## src/rtl/operand_fetch.sv

```systemverilog
// operand_fetch: decodes an opcode's addressing mode and operand length, then
// reads the operand bytes over a byte-wide memory bus and returns them
// assembled little-endian.
// Optional feature macro: OPERAND_FETCH_TIMEOUT_EN. When defined, each byte
// wait is bounded by TIMEOUT_CYCLES and a fetch_error output is added.
module operand_fetch #(
    parameter int ADDR_WIDTH     = 24,
    parameter int TIMEOUT_CYCLES = 16
) (
    input  logic                  clk,
    input  logic                  reset,
    input  logic                  start,
    input  logic [7:0]            opcode,
    input  logic [ADDR_WIDTH-1:0] pc,
    input  logic [1:0]            a_width,
    input  logic [1:0]            xy_width,
    output logic                  busy,
    output logic                  done,
    output logic [3:0]            mode,
    output logic [2:0]            operand_bytes,
    output logic [31:0]           operand,
    output logic [ADDR_WIDTH-1:0] next_pc,
    output logic [ADDR_WIDTH-1:0] mem_address,
    output logic                  mem_read,
    input  logic [7:0]            mem_data_in,
    input  logic                  mem_ready
`ifdef OPERAND_FETCH_TIMEOUT_EN
    ,output logic                 fetch_error
`endif
);

    localparam logic [3:0] M_NONE  = 4'd0,  M_IMM  = 4'd1,  M_ZP   = 4'd2,  M_ABS  = 4'd3;
    localparam logic [3:0] M_IDXX  = 4'd4,  M_ABSX = 4'd5,  M_ABSY = 4'd6,  M_INDX = 4'd7;
    localparam logic [3:0] M_INDY  = 4'd8,  M_A    = 4'd9,  M_SR   = 4'd10, M_I24  = 4'd11;
    localparam logic [3:0] M_ISY   = 4'd12, M_I24Y = 4'd13;

    if (TIMEOUT_CYCLES < 1) begin : g_cfg_check
        $error("TIMEOUT_CYCLES must be at least 1");
    end

    typedef enum logic [2:0] {S_IDLE, S_DECODE, S_FETCH, S_WAIT, S_DONE} state_t;

    state_t                state_q, state_d;
    logic [7:0]            op_q;
    logic [ADDR_WIDTH-1:0] pc_q;
    logic [1:0]            aw_q, xw_q;
    logic [2:0]            n_q, idx, idx_inc;
    logic [3:0]            dec_mode;
    logic [2:0]            dec_n;
    logic                  last_byte, timeout_hit;

    // Immediate length follows the live register width; encoding 3 acts as 32-bit.
    function automatic logic [2:0] width_bytes(input logic [1:0] w);
        case (w)
            2'd0:    return 3'd1;
            2'd1:    return 3'd2;
            default: return 3'd4;
        endcase
    endfunction

    assign idx_inc     = idx + 3'd1;
    assign last_byte   = (idx_inc == n_q);
    assign mem_address = pc_q + ADDR_WIDTH'(idx);

`ifdef OPERAND_FETCH_TIMEOUT_EN
    localparam int WCW = $clog2(TIMEOUT_CYCLES) + 1;
    logic [WCW-1:0] wait_cnt;
    assign timeout_hit = (state_q == S_WAIT) && !mem_ready
                         && (wait_cnt == WCW'(TIMEOUT_CYCLES - 1));
`else
    assign timeout_hit = 1'b0;
`endif

    // Addressing-mode decode of the latched opcode, keyed on cc:bbb.
    always_comb begin
        dec_mode = M_NONE;
        dec_n    = 3'd0;
        case ({op_q[1:0], op_q[4:2]})
            5'b00_000: begin dec_mode = M_IMM;  dec_n = width_bytes(xw_q); end
            5'b00_001: begin dec_mode = M_ZP;   dec_n = 3'd1; end
            5'b00_011: begin dec_mode = M_ABS;  dec_n = 3'd2; end
            5'b00_100,
            5'b00_110: begin dec_mode = M_NONE; dec_n = 3'd1; end
            5'b00_101: begin
                dec_mode = (op_q[7:5] == 3'd0) ? M_ZP : M_IDXX;
                dec_n    = 3'd1;
            end
            5'b00_111: begin
                dec_mode = (op_q[7:5] == 3'd0 || op_q[7:5] == 3'd4) ? M_ABS : M_ABSX;
                dec_n    = 3'd2;
            end
            5'b01_000: begin dec_mode = M_INDX; dec_n = 3'd1; end
            5'b01_001: begin dec_mode = M_ZP;   dec_n = 3'd1; end
            5'b01_010: begin dec_mode = M_IMM;  dec_n = width_bytes(aw_q); end
            5'b01_011: begin dec_mode = M_ABS;  dec_n = 3'd2; end
            5'b01_100: begin dec_mode = M_INDY; dec_n = 3'd1; end
            5'b01_101: begin dec_mode = M_IDXX; dec_n = 3'd1; end
            5'b01_110: begin dec_mode = M_ABSY; dec_n = 3'd2; end
            5'b01_111: begin dec_mode = M_ABSX; dec_n = 3'd2; end
            5'b10_000: begin dec_mode = M_IMM;  dec_n = width_bytes(xw_q); end
            5'b10_001: begin dec_mode = M_ZP;   dec_n = 3'd1; end
            5'b10_010: begin dec_mode = M_A;    dec_n = 3'd0; end
            5'b10_011: begin dec_mode = M_ABS;  dec_n = 3'd2; end
            5'b10_101: begin dec_mode = M_IDXX; dec_n = 3'd1; end
            5'b10_111: begin dec_mode = M_ABSY; dec_n = 3'd2; end
            5'b11_000: begin dec_mode = M_SR;   dec_n = 3'd1; end
            5'b11_001: begin dec_mode = M_I24;  dec_n = 3'd1; end
            5'b11_011: begin dec_mode = M_ABS;  dec_n = 3'd3; end
            5'b11_100: begin dec_mode = M_ISY;  dec_n = 3'd1; end
            5'b11_101: begin dec_mode = M_I24Y; dec_n = 3'd2; end
            5'b11_111: begin dec_mode = M_ABSX; dec_n = 3'd3; end
            default: ;
        endcase
    end

    // State register.
    always_ff @(posedge clk) begin
        if (reset) state_q <= S_IDLE;
        else       state_q <= state_d;
    end

    // Next state and control strobes; reset kills an in-flight read strobe at once.
    always_comb begin
        state_d  = state_q;
        busy     = (state_q != S_IDLE);
        done     = (state_q == S_DONE);
        mem_read = (state_q == S_FETCH) && !reset;
        case (state_q)
            S_IDLE:   if (start) state_d = S_DECODE;
            S_DECODE: state_d = (dec_n == 3'd0) ? S_DONE : S_FETCH;
            S_FETCH:  state_d = S_WAIT;
            S_WAIT: begin
                if (mem_ready)        state_d = last_byte ? S_DONE : S_FETCH;
                else if (timeout_hit) state_d = S_DONE;
            end
            S_DONE:   state_d = S_IDLE;
            default:  state_d = S_IDLE;
        endcase
    end

    // Request latch, byte assembly and result registers.
    always_ff @(posedge clk) begin
        if (reset) begin
            op_q          <= '0;
            pc_q          <= '0;
            aw_q          <= '0;
            xw_q          <= '0;
            n_q           <= '0;
            idx           <= '0;
            mode          <= M_NONE;
            operand       <= '0;
            operand_bytes <= '0;
            next_pc       <= '0;
`ifdef OPERAND_FETCH_TIMEOUT_EN
            wait_cnt      <= '0;
            fetch_error   <= 1'b0;
`endif
        end else begin
            case (state_q)
                S_IDLE: if (start) begin
                    op_q    <= opcode;
                    pc_q    <= pc;
                    aw_q    <= a_width;
                    xw_q    <= xy_width;
                    idx     <= '0;
                    operand <= '0;
`ifdef OPERAND_FETCH_TIMEOUT_EN
                    fetch_error <= 1'b0;
`endif
                end
                S_DECODE: begin
                    mode <= dec_mode;
                    n_q  <= dec_n;
                    if (dec_n == 3'd0) begin
                        operand_bytes <= '0;
                        next_pc       <= pc_q;
                    end
                end
`ifdef OPERAND_FETCH_TIMEOUT_EN
                S_FETCH: wait_cnt <= '0;
`endif
                S_WAIT: begin
                    if (mem_ready) begin
                        operand[{idx[1:0], 3'b000} +: 8] <= mem_data_in;
                        idx <= idx_inc;
                        if (last_byte) begin
                            operand_bytes <= idx_inc;
                            next_pc       <= pc_q + ADDR_WIDTH'(idx_inc);
                        end
                    end
`ifdef OPERAND_FETCH_TIMEOUT_EN
                    else if (timeout_hit) begin
                        fetch_error   <= 1'b1;
                        operand_bytes <= idx;
                        next_pc       <= pc_q + ADDR_WIDTH'(idx);
                    end else begin
                        wait_cnt <= wait_cnt + 1'b1;
                    end
`endif
                end
                default: ;
            endcase
        end
    end

endmodule

```

## config.mk

```make
export PLATFORM = sky130hd
export DESIGN_NAME = operand_fetch
export DESIGN_NICKNAME = d
export VERILOG_FILES = /design/src/rtl/operand_fetch.sv
export SDC_FILE = /design/constraint.sdc
export NUM_CORES = 1
export LEC_CHECK = 0
export BUFFER_PORTS_ARGS = -buffer_cell sky130_fd_sc_hd__buf_2
export CAP_MARGIN = 5
export CORE_MARGIN = 2
export CORE_UTILIZATION = 30
export CTS_CLUSTER_SIZE = 20
export DETAILED_ROUTE_END_ITERATION = 16
export GPL_ROUTABILITY_DRIVEN = 0
export PLACE_DENSITY = 0.54
export SETUP_SLACK_MARGIN = 0.1
export SLEW_MARGIN = 40
export SYNTH_ARGS = -nofsm -noshare
export SYNTH_HDL_FRONTEND = slang
export SYNTH_SLANG_ARGS = --single-unit
```

## constraint.sdc

```tcl
create_clock -name clk -period 2.9 [get_ports clk]
set_input_delay 0.29 -clock clk [delete_from_list [all_inputs] [get_ports clk]]
set_output_delay 0.29 -clock clk [all_outputs]
set_load 0.1 [all_outputs]
```

==> results.sh, run 1 <==
export IMPL_outcome="finished, final reports clean"
export IMPL_seq_area_frac_synth=0.400
export IMPL_fin_worst_skew_ns=0.00848
export IMPL_slew_headroom=0.571
export IMPL_drt_iter0_drc=283
export IMPL_setup_viol=0
export IMPL_synth_seq_cells=108
export IMPL_synth_top_family_by_area="simple AND/OR/NAND/NOR gates"
export IMPL_cts_sinks=108
export IMPL_numCtsBuffers=9
export IMPL_worstSetupPathType="reg2out"
export IMPL_max_freq_mhz=363
export IMPL_synth_simple_area_share=0.234
export IMPL_period_minus_slack_ns=2.76
export IMPL_core_area_um2=17800
export IMPL_syn_inst=665
export IMPL_vias=5104
export IMPL_p_leak_uw=0.00291
export IMPL_grt_remaining_overflow=0
export IMPL_syn_to_final_growth_pct=32.5
export IMPL_drt_vias_per_instance=4.95
export IMPL_cp_num_buf_inv=2
export IMPL_yosys_area_top_type="dfxtp_1"
export IMPL_die_w_um=138
export IMPL_rows=49
export IMPL_grt_max_degree=53
export IMPL_syn_nets=725
export IMPL_fin_crit_sh=0.951
export IMPL_cp_top_family="simple AND/OR/NAND/NOR gates"
export IMPL_maxSlewViolCount=0
export IMPL_drv_cap=0
export IMPL_cpMaxStageDelayCell="fa_2"
export IMPL_synthAdderAreaFrac=0.0306
export IMPL_grt_pass1_wl_mm=26.1
export IMPL_clkLatencyLatePin_ns=0.35
export IMPL_cts_root_buf="clkbuf_16"
export IMPL_endpoint_kind="output pin"
export IMPL_synth_edf_count=0
export IMPL_multiInputGateArea_um2=3240
export IMPL_dieArea_um2=19100
export IMPL_crit_path_max_incr_delay_ns=0.41
export IMPL_hpwlAfterDp_mm=11.7
export IMPL_initial_core_util=0.303
export IMPL_synthTopCellsByArea="dfxtp_1 40%, a21oi_1 6.8%, nand2_1 6.7%, nor2_1 4.4%, xnor2_1 4.2%"
export IMPL_arrival_ns=2.47
export IMPL_start_kind="flop"
export IMPL_ant_nets=0
export IMPL_synthArstFlopShare=0
export IMPL_routedWlPerCell_um=15.5
export IMPL_utilization=0.401
export IMPL_track_usage=0.167
export IMPL_clkTransAtPathRegs_ns=0.08
export IMPL_ys_types=62
export IMPL_fill_cells=1812
export IMPL_hold_viol_final=0
export IMPL_required_ns=2.61
export IMPL_syn_area_per_cell_um2=8.12
export IMPL_io_buffer_count=137
export IMPL_vdd_ir_drop_max_mv=0.330
export IMPL_synth_compound_area_frac=0.201
export IMPL_wl_mm=16.0
export IMPL_yosysWarningCount=0
export IMPL_antenna_cells=0
export IMPL_layout_drive_gt1_share=0.304
export IMPL_setup_tns_ns=0
export IMPL_cts_buffer_depth=2
export IMPL_dr_pass1_iters=5
export IMPL_register_area_um2=2170
export IMPL_synth_area_mux_share=0.00208
export IMPL_nets=857
export IMPL_yosys_most_used_dff="dfxtp_1"
export IMPL_grt_pass1_vias=4910
export IMPL_htreeDepth=3
export IMPL_cts_tree="yes"
export IMPL_synth_xor_area_frac=0.0806
export IMPL_antenna_found_initial=0
export IMPL_power_density_nw_per_um2=550
export IMPL_hold_slack_ns=0.163
export IMPL_cp_max_fo=3
export IMPL_synth_area_um2=5400
export IMPL_path_cells="ha_4 -> inv_2 -> fa_2 -> nor2b_4 -> o2111ai_4 -> or2_4 -> nor2_4 -> xor2_4 -> buf_12"
export IMPL_die_h_um=138
export IMPL_netlist_area_leader_share=0.400
export IMPL_hp_class="in2reg"
export IMPL_rsz0062_at_grt="true"
export IMPL_ios=138
export IMPL_drc=0
export IMPL_worstMarginPinSlew_ns=0.644
-- flip-flops by register name, summed over array words and instances (netlist names) --
register,flops
aw_q,2
idx,3
mode,4
n_q,3
next_pc,24
op_q,8
operand,32
operand_bytes,3
pc_q,24
state_q,3
xw_q,2
-- metrics by stage --
stage / instances / worst slack, ns / instance area (µm²) / total power [µW]
after detailed placement: 1010 / 0.0881 / 6660 / 2640
final: 1031 / 0.142 / 7150 / 3930
after global routing: 1031 / 0.0613 / 7150 / 4110
after CTS: 1029 / 0.100 / 7100 / 3980
after global placement: 1010 / 0.0685 / 6660 / 2640
after floorplan: 665 / -0.700 / 5580 / 2380
-- synth_stat cells (3+ instances only) --
cell	number
a211oi_1	11
a21oi_1	73
a221oi_2	6
a22oi_1	24
a311oi_1	3
a31oi_1	4
and2_1	4
and3_1	5
and4_1	3
buf_2	9
buf_6	3
clkbuf_1	38
dfxtp_1	108
ha_1	10
inv_1	14
nand2_1	96
nand2b_1	11
nand3_1	22
nand4_1	8
nor2_1	64
nor2b_1	6
nor3_1	18
nor3b_1	3
nor4_1	4
o21ai_0	15
o21ai_1	4
o31ai_1	9
or4_1	3
xnor2_1	26
xor2_1	21
-- per-layer routing --
metal	vias up	GRT usage	share of wire
met5	-	0	0
met4	0	0.0306	0.0072
met3	8	0.0357	0.042
met2	104	0.271	0.47
met1	2404	0.232	0.49
li1	2588	-	-
-- worst reg2reg max path, cell delays in order (launching register included) --
cell	delay, ns
dfxtp_2	0.34
buf_4	0.16
ha_1	0.28
xor2_1	0.20
ha_1	0.39
a21oi_2	0.10
nand4b_1	0.34
buf_4	0.24
nor4_1	0.25
xnor2_1	0.16
a21oi_1	0.09
-- placed cells by master, fill, tap and decap left out, types with 3 or more instances in the layout --
cell,instances
clkbuf_16,9
nand4_1,8
nand2b_1,10
dfxtp_1,105
nor4_1,3
nand3_1,22
o21ai_0,15
a31oi_1,4
or4_1,3
o31ai_1,9
buf_4,45
a221oi_2,6
inv_1,13
nand2_1,96
ha_1,9
and4_1,3
xnor2_1,21
a211oi_1,11
xor2_2,10
nor3_1,16
o21ai_1,4
dfxtp_2,3
nor2b_1,4
xor2_4,3
and3_1,5
buf_12,7
and2_1,4
buf_2,118
a21oi_1,72
a311oi_1,3
nor2_1,61
xor2_1,8
xnor2_2,5
a22oi_1,24
-- cell families after synthesis --
family,count (synthesis)
xor gates and xnor gates,48
muxes,1
and+or+nand+nor,264
adders and majority gates,12
buffers and inverters,65
DFF,108
AOI/OAI and AO/OA,167
-- what timing repair did --
action                     4_1_cts  5_1_grt
pin swaps                        4        5
resized for setup               25       11
hold buffers                     0        0
setup endpoints to repair       19       21
buffers inserted                 3        2
-- where the power goes --
part	switching (µW)	total (µW)	internal (µW)	leakage (µW)
logic	696	965	268	0.00188
clock network	592	1320	730	0.000152
registers	93.8	1650	1550	0.000878
-- path summary, 6_finish.rpt --
| check | startpoint | endpoint | slack (ns) | depth (start not counted) |
|---|---|---|---|---|
| worst min-delay path | pc[10] | pc_q[10]$_SDFFE_PP0P_ | 0.16 | 3 |
| worst max register to register | idx[0]$_SDFFE_PP0P_ | next_pc[20]$_SDFFE_PP0P_ | 0.24 | 10 |
| worst min register to register | operand_bytes[2]$_SDFFE_PP0P_ | operand_bytes[2]$_SDFFE_PP0P_ | 0.45 | 2 |
| worst max-delay path | pc_q[0]$_SDFFE_PP0P_ | mem_address[18] | 0.14 | 9 |
-- area by class of cell --
class / instances / share of cell area
Clock buffer: 11 / 0.0353
Clock inverter: 5 / 0.00944
Inverter: 14 / 0.00735
Timing Repair Buffer: 172 / 0.152
Sequential cell: 108 / 0.303
Multi-Input combinational cell: 492 / 0.453
Tap cell: 229 / 0.0400
No activity file was read; power rests on OpenSTA's default activity.
==> run 2, diff against run 1 <==
- CORE_MARGIN: 2 -> unset
==> run 2 against run 1 <==
Net effect:
- combinational power is 0.7% lower
- first-iteration DRC count decreased by 19%
- final cell count is 0.78% lower
- total power grew 3.2%
- clock power rose by 9.8%
- critical endpoint unchanged
==> results.sh, run 2 (synthesis results as in run 1) <==
export IMPL_p_total_uw=4060
export IMPL_largest_registers="operand x32, next_pc x24, pc_q x24"
export IMPL_drv_cap=0
export IMPL_io_buffer_count=137
export IMPL_setup_tns_ns=0
export IMPL_grt_pass1_wl_mm=25.7
export IMPL_clkTransAtPathRegs_ns=0.08
export IMPL_arrival_ns=2.48
export IMPL_cts_buffer_depth=2
export IMPL_hold_slack_ns=0.158
export IMPL_cts_hold_buf=0
export IMPL_fin_worst_skew_ns=0.00905
export IMPL_outcome="finished, final reports clean"
export IMPL_required_ns=2.61
export IMPL_cp_max_fo=3
export IMPL_hold_path_startpoint="pc[17]"
export IMPL_setup_viol=0
export IMPL_ios=138
export IMPL_cts_root_buf="clkbuf_16"
export IMPL_cts_sinks=108
export IMPL_power_density_nw_per_um2=565
export IMPL_final_cell_mix="119 x buf_2, 105 x dfxtp_1, 96 x nand2_1"
export IMPL_maxSlewViolCount=0
export IMPL_core_area_um2=17400
export IMPL_path_cells="ha_4 -> inv_2 -> fa_2 -> nor2b_4 -> o2111ai_4 -> or2_4 -> nor2_4 -> xor2_4 -> buf_12"
export IMPL_regMostFlops="operand"
export IMPL_slew_headroom=0.554
export IMPL_dieArea_um2=18500
export IMPL_numCtsBuffers=9
export IMPL_initial_core_util=0.310
export IMPL_p_leak_uw=0.00293
export IMPL_whs_path_depth=3
export IMPL_vias=5031
export IMPL_start_kind="flop"
export IMPL_max_freq_mhz=361
export IMPL_layout_drive_gt1_share=0.302
export IMPL_track_usage=0.178
export IMPL_grt_pass1_vias=4909
export IMPL_die_w_um=136
export IMPL_dr_pass1_iters=5
export IMPL_drt_vias_per_instance=4.92
export IMPL_layout_commonest_cell="buf_2"
export IMPL_antenna_cells=0
export IMPL_routedWlPerCell_um=15.6
export IMPL_cpMaxStageDelayCell="fa_2"
export IMPL_ant_nets=0
export IMPL_antenna_found_initial=0
export IMPL_die_h_um=136
export IMPL_worstSetupPathType="reg2out"
export IMPL_drc=0
export IMPL_htreeDepth=3
export IMPL_grt_remaining_overflow=0
export IMPL_worstMarginPinSlew_ns=0.670
export IMPL_reg2reg_slack_ns=0.24
export IMPL_clkLatencyLatePin_ns=0.36
export IMPL_hpwlAfterDp_mm=11.5
export IMPL_postLayoutCellArea_um2=7190
export IMPL_wl_mm=16.0
export IMPL_place_area_um2=6650
export IMPL_worst_r2r_path_depth=10
export IMPL_r2r_end="next_pc[8]$_SDFFE_PP0P_"
export IMPL_cts_tree="yes"
export IMPL_fin_crit_sh=0.954
export IMPL_crit_path_max_incr_delay_ns=0.41
export IMPL_nets=853
export IMPL_hp_class="in2reg"
export IMPL_grt_max_degree=61
export IMPL_post_place_ws_ns=0.190
export IMPL_drt_iter0_drc=230
export IMPL_worst_slack_ns=0.133
export IMPL_rsz0062_at_grt="true"
export IMPL_syn_to_final_growth_pct=33.1
export IMPL_hold_viol_final=0
export IMPL_whs_endpoint="pc_q[17]$_SDFFE_PP0P_"
export IMPL_largest_reg_flops=32
export IMPL_r2r_start="idx[0]$_SDFFE_PP0P_"
export IMPL_rows=48
export IMPL_period_minus_slack_ns=2.77
export IMPL_endpoint_kind="output pin"
export IMPL_vdd_ir_drop_max_mv=0.329
run 2: layer usage:
metal	track usage	vias up	part of all wire
met5	0	-	0
met4	0.0506	0	0.015
met3	0.0462	13	0.046
met2	0.283	99	0.47
met1	0.236	2361	0.47
li1	-	2558	-
run 2: timing repair:
item	in CTS	in global routing
endpoints found under the setup margin	17	18
pin swaps	0	8
endpoints found under the hold margin	0	0
setup buffers	1	3
resized for setup	19	22
run 2: area by class of cell:
class,instances,area (µm²)
Tap cell,225,282
Fill cell,1822,10200
Clock inverter,7,121
Inverter,14,52.6
Clock buffer,9,225
Multi-Input combinational cell,492,3270
Timing Repair Buffer,168,1070
Sequential cell,108,2170
run 2: report_power, final:
part / total, µW / switching [µW] / leakage [µW] / internal, µW
sequential: 1650 / 96.0 / 0.000878 / 1550
clock: 1450 / 601 / 0.000170 / 851
combinational: 958 / 692 / 0.00188 / 266
run 2: stage by stage:
| stage | util | std cells |
|---|---|---|
| floorplan | - | 665 |
| global placement | 0.382 | 1003 |
| detailed placement | 0.382 | 1003 |
| CTS | 0.406 | 1020 |
| global route | 0.413 | 1023 |
| finish | 0.413 | 1023 |
run 2: worst max-delay path by stage:
stage                               from                  endpoint  slack [ns]  cells past startpoint
floorplan            idx[0]$_SDFFE_PP0P_           mem_address[16]       -0.70                      7
global placement    pc_q[0]$_SDFFE_PP0P_           mem_address[22]        0.10                     10
CTS                 pc_q[0]$_SDFFE_PP0P_           mem_address[22]        0.01                     10
finish               idx[0]$_SDFFE_PP0P_           mem_address[18]        0.13                      9
detailed placement   idx[0]$_SDFFE_PP0P_  next_pc[16]$_SDFFE_PP0P_        0.19                      9
global route         idx[0]$_SDFFE_PP0P_            mem_address[6]        0.03                     10
run 2: worst max-delay path: cells and delay by family, from the launching register on:
| kind | cells | cell delay [ns] |
|---|---|---|
| compound gates | 1 | 0.16 |
| xor+xnor | 1 | 0.18 |
| fa+ha+maj | 2 | 0.55 |
| buf+inv | 2 | 0.23 |
| flops | 1 | 0.36 |
| simple gates | 3 | 0.64 |
==> run 3, diff against run 2 <==
- CORE_ASPECT_RATIO: unset -> 1.75
==> run 3 against run 2 <==
Net effect:
- clock skew rose by 0.0059 ns
- register-to-register slack improved by 0.06 ns
- first-iteration DRC count fell by 31%
- via count rose by 2.8%
- die area rose by 0.11%
- count of clock-buffer cells in the layout did not move
- setup slack got worse by 0.064 ns
- critical path depth rose by 1
- non-clock buffer count rose by 4
- critical path type unchanged
- largest power group unchanged
- highest routed layer unchanged
==> results.sh, run 3 (synthesis results as in run 1) <==
export IMPL_outcome="finished, final reports clean"
export IMPL_fin_crit_sh=0.976
export IMPL_drv_cap=0
export IMPL_routedWlPerCell_um=16.6
export IMPL_dr_pass1_iters=5
export IMPL_wl_mm=17.1
export IMPL_multiInputGateArea_um2=3250
export IMPL_regMostFlops="operand"
export IMPL_setup_tns_ns=0
export IMPL_switching_share=0.370
export IMPL_grt_pass1_wl_mm=27.0
export IMPL_instances_no_fill=1033
export IMPL_p_leak_uw=0.00290
export IMPL_antenna_cells=0
export IMPL_ant_nets=0
export IMPL_io_buffer_count=137
export IMPL_start_kind="flop"
export IMPL_required_ns=2.61
export IMPL_die_h_um=180
export IMPL_nets=857
export IMPL_path_depth=10
export IMPL_intPower_uw=2440
export IMPL_cp_top_family="simple AND/OR/NAND/NOR gates"
export IMPL_max_freq_mhz=353
export IMPL_fill_cells=1820
export IMPL_r2r_end="next_pc[0]$_SDFFE_PP0P_"
export IMPL_syn_to_final_growth_pct=33.2
export IMPL_arrival_ns=2.54
export IMPL_drc=0
export IMPL_register_area_um2=2170
export IMPL_rows=64
export IMPL_grt_pass1_vias=5014
export IMPL_clkLatencyLatePin_ns=0.36
export IMPL_drt_iter0_drc=158
export IMPL_cp_max_fo=4
export IMPL_cts_root_buf="clkbuf_16"
export IMPL_whs_endpoint="pc_q[16]$_SDFFE_PP0P_"
export IMPL_setup_viol=0
export IMPL_maxSlewViolCount=0
export IMPL_hp_class="in2reg"
export IMPL_largest_registers="operand x32, next_pc x24, pc_q x24"
export IMPL_final_cell_mix="118 x buf_2, 105 x dfxtp_1, 96 x nand2_1"
export IMPL_layout_drive_gt1_share=0.307
export IMPL_clockPowerShare=0.320
export IMPL_vias=5171
export IMPL_power_switching_uw=1430
export IMPL_power_frac_comb=0.255
export IMPL_antenna_found_initial=0
export IMPL_rsz0062_at_grt="true"
export IMPL_power_density_nw_per_um2=537
export IMPL_grt_max_degree=60
export IMPL_die_w_um=103
export IMPL_layout_commonest_cell="buf_2"
export IMPL_track_usage=0.192
export IMPL_worst_slack_ns=0.0682
export IMPL_clkTransAtPathRegs_ns=0.08
export IMPL_ios=138
export IMPL_initial_core_util=0.308
export IMPL_crit_path_max_incr_delay_ns=0.41
export IMPL_cp_num_buf_inv=3
export IMPL_numPlacedInstances=1010
export IMPL_cts_buffer_depth=2
export IMPL_vdd_ir_drop_max_mv=0.246
export IMPL_cts_tree="yes"
export IMPL_largest_reg_flops=32
export IMPL_hpwlAfterDp_mm=12.7
export IMPL_power_frac_seq=0.426
export IMPL_path_cells="ha_4 -> inv_2 -> fa_2 -> nor2b_4 -> o2111ai_4 -> or2_4 -> nor2_4 -> buf_6 -> xor2_4 -> buf_12"
export IMPL_worstSetupPathType="reg2out"
export IMPL_endpoint_kind="output pin"
export IMPL_fin_worst_skew_ns=0.0149
export IMPL_htreeDepth=3
export IMPL_cts_hold_buf=0
export IMPL_core_area_um2=17500
export IMPL_dieArea_um2=18600
export IMPL_reg2reg_slack_ns=0.30
export IMPL_r2r_start="idx[0]$_SDFFE_PP0P_"
export IMPL_numCtsBuffers=9
export IMPL_worst_r2r_path_depth=8
export IMPL_hold_viol_final=0
export IMPL_drt_vias_per_instance=5.01
export IMPL_cts_sinks=108
export IMPL_whs_path_depth=3
export IMPL_slew_headroom=0.546
export IMPL_period_minus_slack_ns=2.83
export IMPL_worstMarginPinSlew_ns=0.680
export IMPL_post_place_ws_ns=0.0769
export IMPL_grt_remaining_overflow=0
export IMPL_hold_path_startpoint="pc[16]"
export IMPL_cpMaxStageDelayCell="fa_2"
export IMPL_utilization=0.410
[run 3: timing repair]
action | CTS | global route
gates resized for setup | 15 | 21
setup buffers | 0 | 7
setup endpoints to repair | 18 | 20
pin swaps | 0 | 8
[run 3: area by class of cell]
class                      instances  share of cell area
tap                              231              0.0402
inverter                          14             0.00730
clock buffer                       9              0.0313
sequential                       108               0.301
multi-input combinational        492               0.451
clock inverter                     7             0.00904
timing repair buffer             172               0.160
[run 3: tightest hold or removal path: cells and delay by family]
| family | cells | cell delay [ns] |
|---|---|---|
| buffers and inverters | 1 | 0.10 |
| and+or+nand+nor | 1 | 0.05 |
| AOI/OAI and AO/OA | 1 | 0.05 |
[run 3: worst max path at each step]
stage | startpoint | endpoint
6_report | pc_q[0]$_SDFFE_PP0P_ | mem_address[18]
5_1_grt | pc_q[0]$_SDFFE_PP0P_ | mem_address[18]
4_1_cts | pc_q[0]$_SDFFE_PP0P_ | mem_address[18]
3_5_place_dp | pc_q[0]$_SDFFE_PP0P_ | mem_address[18]
3_3_place_gp | pc_q[0]$_SDFFE_PP0P_ | mem_address[18]
2_1_floorplan | idx[0]$_SDFFE_PP0P_ | mem_address[16]
[run 3: power by group through the flow]
stage,clock network [µW],registers (µW),logic (µW)
6_report,1230,1650,983
2_1_floorplan,0,1770,611
3_3_place_gp,0,1680,985
4_1_cts,1270,1640,994
3_5_place_dp,0,1680,987
5_1_grt,1330,1660,1050
[run 3: metrics by stage]
stage	hold WS [ns]	total power [µW]	cell area, µm²
2_1_floorplan	0.426	2380	5580
3_3_place_gp	0.437	2660	6720
3_5_place_dp	0.441	2670	6720
4_1_cts	0.154	3910	7070
5_1_grt	0.164	4040	7200
6_report	0.163	3860	7200
[run 3: layer usage]
layer | track usage | share of wire
met1 | 0.212 | 0.38
met2 | 0.352 | 0.55
met3 | 0.0327 | 0.038
met4 | 0.0772 | 0.028
met5 | 0 | 0
